**src/rtl/deser_pkg.sv**
```systemverilog
// Shared state encoding and width helpers for the parametrised deserializer.
package deser_pkg;

    typedef enum logic [1:0] {
        IDLE   = 2'd0,
        SHIFT  = 2'd1,
        PARITY = 2'd2
    } state_t;

    // Bits needed to count 0..width-1 received bits.
    function automatic int unsigned cnt_bits(input int unsigned width);
        return (width < 2) ? 1 : $clog2(width);
    endfunction

    // Bits needed to hold an occupancy of 0..depth.
    function automatic int unsigned occ_bits(input int unsigned depth);
        return $clog2(depth) + 1;
    endfunction

endpackage

```
**src/rtl/deser_param_if.sv**
```systemverilog
// Serial-in / word-out bus of the deserializer; parity_err exists only
// when DESER_PARITY_EN is defined.
interface deser_param_if #(
    parameter int unsigned WIDTH = 8
);
    logic             data_in;
    logic             write_in;
    logic             flush_in;
    logic             ack_in;
    logic [WIDTH-1:0] data_out;
    logic             data_ready;
    logic             status_out;

`ifdef DESER_PARITY_EN
    logic             parity_err;

    modport master (
        output data_in, write_in, flush_in, ack_in,
        input  data_out, data_ready, status_out, parity_err
    );
    modport slave (
        input  data_in, write_in, flush_in, ack_in,
        output data_out, data_ready, status_out, parity_err
    );
`else
    modport master (
        output data_in, write_in, flush_in, ack_in,
        input  data_out, data_ready, status_out
    );
    modport slave (
        input  data_in, write_in, flush_in, ack_in,
        output data_out, data_ready, status_out
    );
`endif

endinterface

```
**src/rtl/deser_word_fifo.sv**
```systemverilog
// Circular buffer of completed words; head is the oldest entry.
module deser_word_fifo
    import deser_pkg::*;
#(
    parameter int unsigned WIDTH     = 8,
    parameter int unsigned OUT_DEPTH = 2
) (
    input  logic             clk,
    input  logic             reset,
    input  logic             push,
    input  logic             pop,
    input  logic             flush,
    input  logic [WIDTH-1:0] push_data,
    output logic [WIDTH-1:0] head,
    output logic             full,
    output logic             empty
);

    localparam int unsigned OW = occ_bits(OUT_DEPTH);
    localparam int unsigned PW = (OUT_DEPTH > 1) ? $clog2(OUT_DEPTH) : 1;
    localparam logic [PW-1:0] LAST_PTR = PW'(OUT_DEPTH - 1);

    logic [WIDTH-1:0] mem [OUT_DEPTH];
    logic [PW-1:0]    wr_ptr;
    logic [PW-1:0]    rd_ptr;
    logic [OW-1:0]    occ;

    function automatic logic [PW-1:0] next_ptr(input logic [PW-1:0] p);
        return (p == LAST_PTR) ? '0 : p + PW'(1);
    endfunction

    assign head  = mem[rd_ptr];
    assign full  = (occ == OW'(OUT_DEPTH));
    assign empty = (occ == '0);

    // Caller never pushes while full, so push+pop leaves occupancy unchanged.
    always_ff @(posedge clk or posedge reset) begin
        if (reset) begin
            wr_ptr <= '0;
            rd_ptr <= '0;
            occ    <= '0;
            for (int i = 0; i < int'(OUT_DEPTH); i++) begin
                mem[i] <= '0;
            end
        end else if (flush) begin
            wr_ptr <= '0;
            rd_ptr <= '0;
            occ    <= '0;
        end else begin
            if (push) begin
                mem[wr_ptr] <= push_data;
                wr_ptr      <= next_ptr(wr_ptr);
            end
            if (pop) begin
                rd_ptr <= next_ptr(rd_ptr);
            end
            if (push && !pop) begin
                occ <= occ + OW'(1);
            end else if (pop && !push) begin
                occ <= occ - OW'(1);
            end
        end
    end

endmodule

```
**src/rtl/deser_param.sv**
```systemverilog
// Parametrised serial-to-parallel converter with an output word queue.
// Optional even-parity framing is enabled by defining DESER_PARITY_EN.
module deser_param
    import deser_pkg::*;
#(
    parameter int unsigned WIDTH     = 8,
    parameter bit          LSB_FIRST = 1'b1,
    parameter int unsigned OUT_DEPTH = 2
) (
    input  logic          clk,
    input  logic          reset,
    deser_param_if.slave  bus
);

    localparam int unsigned  CW       = cnt_bits(WIDTH);
    localparam logic [CW-1:0] LAST_BIT = CW'(WIDTH - 1);

    state_t           state;
    logic [CW-1:0]    bit_cnt;
    logic [WIDTH-1:0] shreg;
    logic [WIDTH-1:0] word_next;
    logic [WIDTH-1:0] push_word;
    logic [WIDTH-1:0] head;
    logic [CW-1:0]    pos;
    logic             accept;
    logic             last_bit;
    logic             push;
    logic             pop;
    logic             full;
    logic             empty;
`ifdef DESER_PARITY_EN
    logic             parity_ok;
    logic             parity_err_q;
`endif

    always_comb begin
        pos       = LSB_FIRST ? bit_cnt : (LAST_BIT - bit_cnt);
        word_next = shreg;
        word_next[pos] = bus.data_in;
        accept    = bus.write_in & ~full & ~bus.flush_in;
        last_bit  = (state != PARITY) && (bit_cnt == LAST_BIT);
        pop       = bus.ack_in & ~empty & ~bus.flush_in;
`ifdef DESER_PARITY_EN
        parity_ok = ~(^{shreg, bus.data_in});
        push      = accept & (state == PARITY) & parity_ok;
        push_word = shreg;
`else
        push      = accept & last_bit;
        push_word = word_next;
`endif
    end

    // Input-side state machine; flush outranks any accepted bit.
    always_ff @(posedge clk or posedge reset) begin
        if (reset) begin
            state   <= IDLE;
            bit_cnt <= '0;
            shreg   <= '0;
`ifdef DESER_PARITY_EN
            parity_err_q <= 1'b0;
`endif
        end else begin
`ifdef DESER_PARITY_EN
            parity_err_q <= 1'b0;
`endif
            if (bus.flush_in) begin
                state   <= IDLE;
                bit_cnt <= '0;
                shreg   <= '0;
            end else if (accept) begin
`ifdef DESER_PARITY_EN
                if (state == PARITY) begin
                    state        <= IDLE;
                    shreg        <= '0;
                    parity_err_q <= ~parity_ok;
                end else
`endif
                if (last_bit) begin
                    bit_cnt <= '0;
`ifdef DESER_PARITY_EN
                    state   <= PARITY;
                    shreg   <= word_next;
`else
                    state   <= IDLE;
                    shreg   <= '0;
`endif
                end else begin
                    bit_cnt <= bit_cnt + CW'(1);
                    state   <= SHIFT;
                    shreg   <= word_next;
                end
            end
        end
    end

    deser_word_fifo #(
        .WIDTH     (WIDTH),
        .OUT_DEPTH (OUT_DEPTH)
    ) u_fifo (
        .clk       (clk),
        .reset     (reset),
        .push      (push),
        .pop       (pop),
        .flush     (bus.flush_in),
        .push_data (push_word),
        .head      (head),
        .full      (full),
        .empty     (empty)
    );

    assign bus.data_out   = head;
    assign bus.data_ready = ~empty;
    assign bus.status_out = ~full;
`ifdef DESER_PARITY_EN
    assign bus.parity_err = parity_err_q;
`endif

endmodule

```
**src/flat_wrapper.sv**
```systemverilog
// flat-port wrapper written by rule: the top's interface ports become plain ports
module deser_param_flat import deser_pkg::*;
#(
    parameter int unsigned WIDTH     = 8,
    parameter bit          LSB_FIRST = 1'b1,
    parameter int unsigned OUT_DEPTH = 2
)
  (clk, reset, bus_data_in, bus_write_in, bus_flush_in, bus_ack_in, bus_data_out, bus_data_ready, bus_status_out);
  deser_param_if #(.WIDTH(WIDTH)) bus_i ();
  input  logic clk;
  input  logic reset;
  input wire logic [$bits(bus_i.data_in)-1:0] bus_data_in;
  input wire logic [$bits(bus_i.write_in)-1:0] bus_write_in;
  input wire logic [$bits(bus_i.flush_in)-1:0] bus_flush_in;
  input wire logic [$bits(bus_i.ack_in)-1:0] bus_ack_in;
  output wire logic [$bits(bus_i.data_out)-1:0] bus_data_out;
  output wire logic [$bits(bus_i.data_ready)-1:0] bus_data_ready;
  output wire logic [$bits(bus_i.status_out)-1:0] bus_status_out;
  assign bus_i.data_in = bus_data_in;
  assign bus_i.write_in = bus_write_in;
  assign bus_i.flush_in = bus_flush_in;
  assign bus_i.ack_in = bus_ack_in;
  assign bus_data_out = bus_i.data_out;
  assign bus_data_ready = bus_i.data_ready;
  assign bus_status_out = bus_i.status_out;
  deser_param #(.WIDTH(WIDTH), .LSB_FIRST(LSB_FIRST), .OUT_DEPTH(OUT_DEPTH)) u_core (.clk(clk), .reset(reset), .bus(bus_i));
endmodule
```
**config.mk**
```make
export PLATFORM = sky130hd
export DESIGN_NAME = deser_param_flat
export DESIGN_NICKNAME = d
export VERILOG_FILES = /design/src/rtl/deser_pkg.sv /design/src/rtl/deser_param_if.sv /design/src/rtl/deser_word_fifo.sv /design/src/rtl/deser_param.sv /design/src/flat_wrapper.sv
export SDC_FILE = /design/constraint.sdc
export NUM_CORES = 1
export LEC_CHECK = 0
export ABC_AREA = 1
export BUFFER_PORTS_ARGS = -buffer_cell sky130_fd_sc_hd__buf_2
export CAP_MARGIN = 20
export CORE_MARGIN = 1.5
export CORE_UTILIZATION = 40
export DETAILED_ROUTE_END_ITERATION = 8
export GPL_ROUTABILITY_DRIVEN = 0
export GPL_TIMING_DRIVEN = 0
export PLACE_DENSITY = 0.59
export REMOVE_ABC_BUFFERS = 1
export SYNTH_ARGS = -nofsm -noshare
export SYNTH_HDL_FRONTEND = slang
export SYNTH_SLANG_ARGS = --single-unit
```
**constraint.sdc**
```tcl
create_clock -name clk -period 1.8 [get_ports clk]
set_input_delay 0.27 -clock clk [delete_from_list [all_inputs] [get_ports clk]]
set_output_delay 0.27 -clock clk [all_outputs]
set_load 0.005 [all_outputs]
```
==> results of run 1 <==
-- power by group --
group / total, mW / internal [mW] / switching (mW)
combinational: 0.304 / 0.113 / 0.191
sequential: 0.801 / 0.741 / 0.0598
clock: 0.598 / 0.349 / 0.250
-- placed cells by master (no fill, tap or decap), types with 2 or more instances in the layout --
master,instances
clkbuf_8,7
inv_2,3
nor2_4,2
buf_2,15
buf_4,4
o21ai_0,28
a22o_1,5
nand2_1,62
dfrtp_1,30
inv_1,19
ha_1,2
a21oi_1,3
nor2_1,3
nand3_1,16
o21ai_2,3
-- cell families after synthesis --
kind of cell | Yosys count | share of synthesized area
adders and majority gates | 2 | 0.0164
DFF | 31 | 0.508
buffers and inverters | 26 | 0.0721
and+or+nand+nor | 87 | 0.256
AOI/OAI and AO/OA | 39 | 0.147
-- flip-flops by register name, indices dropped and copies added, names as in the netlist --
| register | cells |
|---|---|
| u_core.u_fifo.occ | 2 |
| u_core.u_fifo.wr_ptr | 1 |
| u_core.u_fifo.mem | 16 |
| u_core.bit_cnt | 3 |
| u_core.u_fifo.rd_ptr | 1 |
| u_core.shreg | 8 |
-- per-stage QoR --
stage	total power, mW	hold WS (ns)	utilization	std cells	setup slack, ns
global placement	1.09	0.453	0.448	245	0.0981
CTS	1.71	0.254	0.486	255	0.0513
detailed placement	1.11	0.285	0.456	246	0.0564
finish	1.70	0.252	0.494	259	0.169
floorplan	0.998	0.374	-	182	0.323
global route	1.81	0.278	0.494	259	0.0264
-- path summary, 6_finish.rpt --
kind | start | end | slack, ns | cells after the start
min reg2reg | u_core.u_fifo.mem[3] | u_core.u_fifo.mem[3] | 0.48 | 2
max in group asynchronous | reset | u_core.bit_cnt[0] | 0.82 | 4
max | u_core.u_fifo.rd_ptr | bus_data_out[1] | 0.17 | 4
min in group asynchronous | reset | u_core.u_fifo.mem[15] | 0.52 | 3
min | bus_flush_in | u_core.u_fifo.occ[1] | 0.25 | 4
max reg2reg | u_core.bit_cnt[0] | u_core.shreg[3] | 0.20 | 6
-- tightest hold or removal path, delay by kind of cell --
family	cells	cell delay [ns]
compound gates	1	0.04
buf+inv	1	0.10
simple gates	2	0.08
-- cell type report --
class,instances,area (sq um)
flip-flops and latches,31,777
inverters,23,87.6
multi-input cells,128,642
well taps,48,60.1
clock buffers,8,100
fillers,355,1850
repair buffers,21,143
-- metal layers --
metal,up-vias,part of all wire,routed length [microns],GRT usage
li1,648,-,-,-
met1,586,0.48,1460,0.224
met2,25,0.46,1380,0.259
met3,3,0.049,149,0.0469
met4,0,0.0070,21,0.0479
met5,-,0,0,0
-- timing repair --
item / 4_1_cts / 5_1_grt
setup buffers: 0 / 4
hold buffers: 1 / 0
hold endpoints to repair: 8 / 0
endpoints found under the setup margin: 0 / 11
gates resized for setup: 0 / 1
==> key figures, run 1 <==
Place
  – Placed Area: 0.00167 sq mm
  – Port bufs: 15
  – Dpl hpwl: 2150 microns

STA
  – Minimum clock period: ~1.6 ns
  – Skew final: 0.00404 ns
  – Highest clock rate: 613 MHz
  – RSZ-0062 raised after global routing: false
  – Final hold vios: 0
  – Final setup fails: 0
  – Final TNS setup: 0 ns
  – Worst-margin pin slew: slightly below 0.5 ns
  – Final Cycle Share: 0.906
  – Max-slew headroom: 0.678
  – Slew Limit Fails: 0

Min path
  – Worst min-delay path class: in -> reg

Worst setup path
  – Worst-path fanout max: 15
  – CP most frequent cell: nand2_1
  – Crit path capture type: output pin
  – Worst path buffer plus inverter count: 2
  – CP Cell Sequence: inv_1, nand2_1, nand2_1, buf_2
  – Worst Path Arrival: 1.36 ns
  – Crit path launch type: flip-flop
  – Slowest cell on crit path: dfrtp_1
  – Critical Path RT: roughly 1.5 ns
  – Cell family with most CP delay: flip-flops
  – Crit path kind: reg -> out
  – CP peak stage delay: 0.64 ns

Global route
  – GRT Util Overall: 0.166
  – Remaining Overflow, GRT: 0
  – First-pass GRT wire length: around 5400 microns
  – Largest net degree at the start of global routing: 24
  – Vias in the first global route: 1227
  – Initial antenna violation count: 0

Pwr
  – Static Leak: between 0.8 and 0.9 nW
  – Pwr Density: 941 mW/mm^2
  – Worst VDD drop: 0.456 mV

CTS
  – Root buffer cell: clkbuf_8
  – Clk sinks: 31
  – Clock transition at path regs: 0.06 ns
  – Max Root-Sink Buffers: 2
  – H-tree depth: 2
  – Worst-Skew Late Latency: 0.28 ns
  – CTS tree: done
  – CTS buffer count: 5

Synthesis
  – Number of enable flip-flop cells after synthesis: 0
  – Yosys warning total: 0
  – Seq cells post-synth: 31
  – Most frequent cell after synthesis: nand2_1
  – Commonest cells post-synth: nand2_1, dfrtp_1, o21ai_0
  – Syn_area_per_cell: around 8.3 sq um
  – Top post-synthesis cells by area: dfrtp_1, nand2_1, o21ai_0, nand3_1, inv_1
  – Share of synthesized registers carrying an async set or reset: 1.00
  – Ys flop type: dfrtp_1
  – Distinct cells, synth: 20
  – Synth Cell Area: 0.00153 sq mm
  – Seq/Total Area, Yosys: 0.508
  – Synth area leader: dfrtp_1
  – Cells after synthesis: between 150 and 200
  – Area share of the largest cell type after synthesis: 0.508

Drt
  – Starting DRT DRC Count: 48
  – Via Count: 1262
  – # DRC: 0
  – Pre-antenna DRT Iters: 4
  – Vias/cell: 4.87
  – Routed Wire Length: 3020 microns
  – DRT antenna net count: 0
  – Wire length per cell: 11.6 microns

Floorplan
  – FP Rows: 22
  – Starting Density: 0.417
  – I/O Pins: 16
  – Core ar.: 0.00366 sq mm
  – Die area: 0.00420 sq mm
  – Die height: between 60 and 70 microns
  – Die Wd: 64.8 microns

Finish
  – Ant. Diodes: 0
  – Final Instance Area: 0.00181 sq mm
  – Area Overhead vs Synth: 18.4%
  – Fin nets: 218
  – Share of layout cells above drive strength 1: 0.190

Job
  – MaxCap Viol Count: 0

Status
  – Status: completed
(Power assumes the default switching activity.)
==> run 2, diff against run 1 <==
--- a/config.mk
+++ b/config.mk
@@ -15,6 +15,8 @@
 export GPL_TIMING_DRIVEN = 0
 export PLACE_DENSITY = 0.59
 export REMOVE_ABC_BUFFERS = 1
+export SLEW_MARGIN = 25
 export SYNTH_ARGS = -nofsm -noshare
 export SYNTH_HDL_FRONTEND = slang
+export SYNTH_HIERARCHICAL = 1
 export SYNTH_SLANG_ARGS = --single-unit
==> run 2 against run 1 <==
Against the previous run:
- the run now ends with negative hold slack left
- final cell count rose by 5.0%
- sequential power hardly changed
- maximum frequency fell by 1.2%
- final area rose by 7.6%
- clock skew up 0.0024 ns
- sequential share of layout area shrank 2.9 points
- worst hold slack got worse by 0.26 ns
- critical path type unchanged
==> key figures, run 2 <==
Worst setup path
  – Worst-path fanout max: 10
  – CP Cell Sequence: mux2_2, buf_2
  – Crit path launch type: flip-flop
  – R2R setup slack: 0.18 ns
  – Worst Path Arrival: 1.38 ns
  – CP peak stage delay: 0.60 ns
  – Crit path kind: reg -> out
  – Crit path launch: u_core/u_fifo/rd_ptr
  – Critical Path RT: 1.53 ns
  – Crit path capture type: output pin
  – Slowest cell on crit path: dfrtp_1
  – R2r startpoint: u_core/bit_cnt[2]

CTS
  – Clock transition at path regs: 0.07 ns
  – Worst-Skew Late Latency: 0.27 ns
  – Max Root-Sink Buffers: 2
  – CTS tree: done
  – Root buffer cell: clkbuf_8
  – Clk sinks: 31
  – Post-CTS Hold Buffers: 0
  – CTS buffer count: 5
  – H-tree depth: 2

Finish
  – Biggest registers after layout: u_core/u_fifo/mem: 16 flops, u_core/shreg: 8 flops, u_core/bit_cnt: 3 flops
  – Final Instance Area: 0.00195 sq mm
  – FILL cells: 408
  – Area Overhead vs Synth: 14.2%
  – Max FFs per register: 16
  – Fin nets: 229
  – Top reg by flops: u_core/u_fifo/mem
  – Seq. cell area: about 780 sq um
  – Area of the multi-input gates: 785 sq um
  – Most common library cell in the layout ignoring fill and taps: nand2_1
  – Most frequent cells in the layout: nand2_1, dfrtp_1, inv_1
  – Ant. Diodes: 0
  – Share of layout cells above drive strength 1: 0.315

STA
  – Max-slew headroom: 0.500
  – RSZ-0062 raised after global routing: false
  – Highest clock rate: 606 MHz
  – Final worst slack: roughly 0.15 ns
  – Hold_ws: -0.0104 ns
  – Final Cycle Share: 0.917
  – Slew Limit Fails: 0
  – Worst-margin pin slew: 0.749 ns
  – Minimum clock period: 1.65 ns
  – Final hold vios: 11
  – Skew final: 0.00646 ns
  – Final setup fails: 0

Min path
  – Worst min-delay path class: in -> async

Drt
  – Vias/cell: 4.73
  – Routed Wire Length: 3130 microns
  – Starting DRT DRC Count: 110
  – # DRC: 0
  – DRT antenna net count: 0
  – Wire length per cell: 11.5 microns
  – Pre-antenna DRT Iters: 5
  – Via Count: roughly 1.3k

Synthesis
  – Cells after synthesis: 200
  – Area share of the largest cell type after synthesis: 0.455
  – Top post-synthesis cells by area: dfrtp_1, nand2_1, o21ai_2, nand3_1, mux2_2
  – Syn_area_per_cell: 8.53 sq um
  – Number of enable flip-flop cells after synthesis: 0
  – Ys flop type: dfrtp_1
  – Share of synthesized registers carrying an async set or reset: 1.00
  – Synth Cell Area: about 0.0017 sq mm
  – Seq cells post-synth: 31
  – Commonest cells post-synth: nand2_1, dfrtp_1, inv_1
  – Distinct cells, synth: 20
  – Seq/Total Area, Yosys: 0.455
  – Synth area leader: dfrtp_1
  – Yosys warning total: 6
  – Most frequent cell after synthesis: nand2_1

Floorplan
  – Die area: 0.00466 sq mm
  – I/O Pins: 16
  – Die Wd: 68.3 microns
  – Starting Density: 0.420
  – Core ar.: 0.00406 sq mm
  – Die height: approximately 68 microns
  – FP Rows: 23

Global route
  – Remaining Overflow, GRT: 0
  – First-pass GRT wire length: ~5400 microns
  – Largest net degree at the start of global routing: 21
  – GRT Util Overall: 0.158
  – Vias in the first global route: 1205
  – Initial antenna violation count: 0

Pwr
  – Static Leak: 1.01 nW
  – Pwr Density: roughly 960 mW/mm^2
  – Worst VDD drop: roughly 0.45 mV

Place
  – Port bufs: 15
  – Place WS: -0.369 ns
  – Dpl hpwl: 2130 microns
  – Placed Area: ~0.0018 sq mm

Status
  – Failing checks: negative hold slack
  – Status: finished with violations

Job
  – MaxCap Viol Count: 0
==> run 2: logic make-up after synthesis <==
kind of cell             count (synthesis)  share of synthesized area
multiplexers                             8                     0.0528
flip-flops                              31                      0.455
buffers and inverters                   33                     0.0968
AND/OR/NAND/NOR                        105                      0.284
AO/OA/AOI/OAI                           21                     0.0968
adder cells (fa/ha/maj)                  2                     0.0147
==> run 2: report_power, final <==
part / internal [mW] / switching (mW)
registers: 0.746 / 0.0581
logic: 0.172 / 0.292
clock network: 0.347 / 0.251
==> run 2: path summary, 6_finish.rpt <==
path | end | depth (start not counted)
max | bus_data_out[7] | 2
max in group asynchronous | u_core/u_fifo/occ[0] | 2
min in group clk | u_core/u_fifo/wr_ptr | 4
min reg2reg | u_core/u_fifo/mem[3] | 2
max reg2reg | u_core/u_fifo/occ[1] | 8
min | u_core/shreg[6] | 2
==> run 2: final cells by class <==
| cell class | count | area share |
|---|---|---|
| well taps | 50 | 0.0321 |
| clock buffers | 7 | 0.0495 |
| multi-input cells | 136 | 0.403 |
| flip-flops and latches | 31 | 0.400 |
| clock inverters | 1 | 0.00386 |
| inverters | 27 | 0.0533 |
| repair buffers | 20 | 0.0578 |
==> run 2: worst max-delay path: cells and delay by family (launching register included) <==
kind,cells,cell delay [ns]
DFF,1,0.60
muxes,1,0.39
buffers and inverters,1,0.12
==> run 2: through the flow <==
step,util,power (mW),setup TNS [ns],cells
2_1_floorplan,-,1.12,-0.938,194
5_1_grt,0.480,2.02,0,272
6_report,0.480,1.87,0,272
4_1_cts,0.471,1.86,0,268
3_3_place_gp,0.439,1.22,-5.91,259
3_5_place_dp,0.439,1.23,-5.55,259
==> run 2: per-layer routing <==
| metal | share of wire | track usage | vias up |
|---|---|---|---|
| met5 | 0 | 0 | - |
| met4 | 0.0073 | 0.0500 | 0 |
| met3 | 0.034 | 0.0576 | 2 |
| met2 | 0.43 | 0.242 | 24 |
| met1 | 0.53 | 0.208 | 575 |
| li1 | - | - | 685 |
==> run 2: what timing repair did <==
action,in CTS,in global routing
cloned,0,0
resized for setup,6,1
setup endpoints to repair,19,18
buffers inserted,1,4
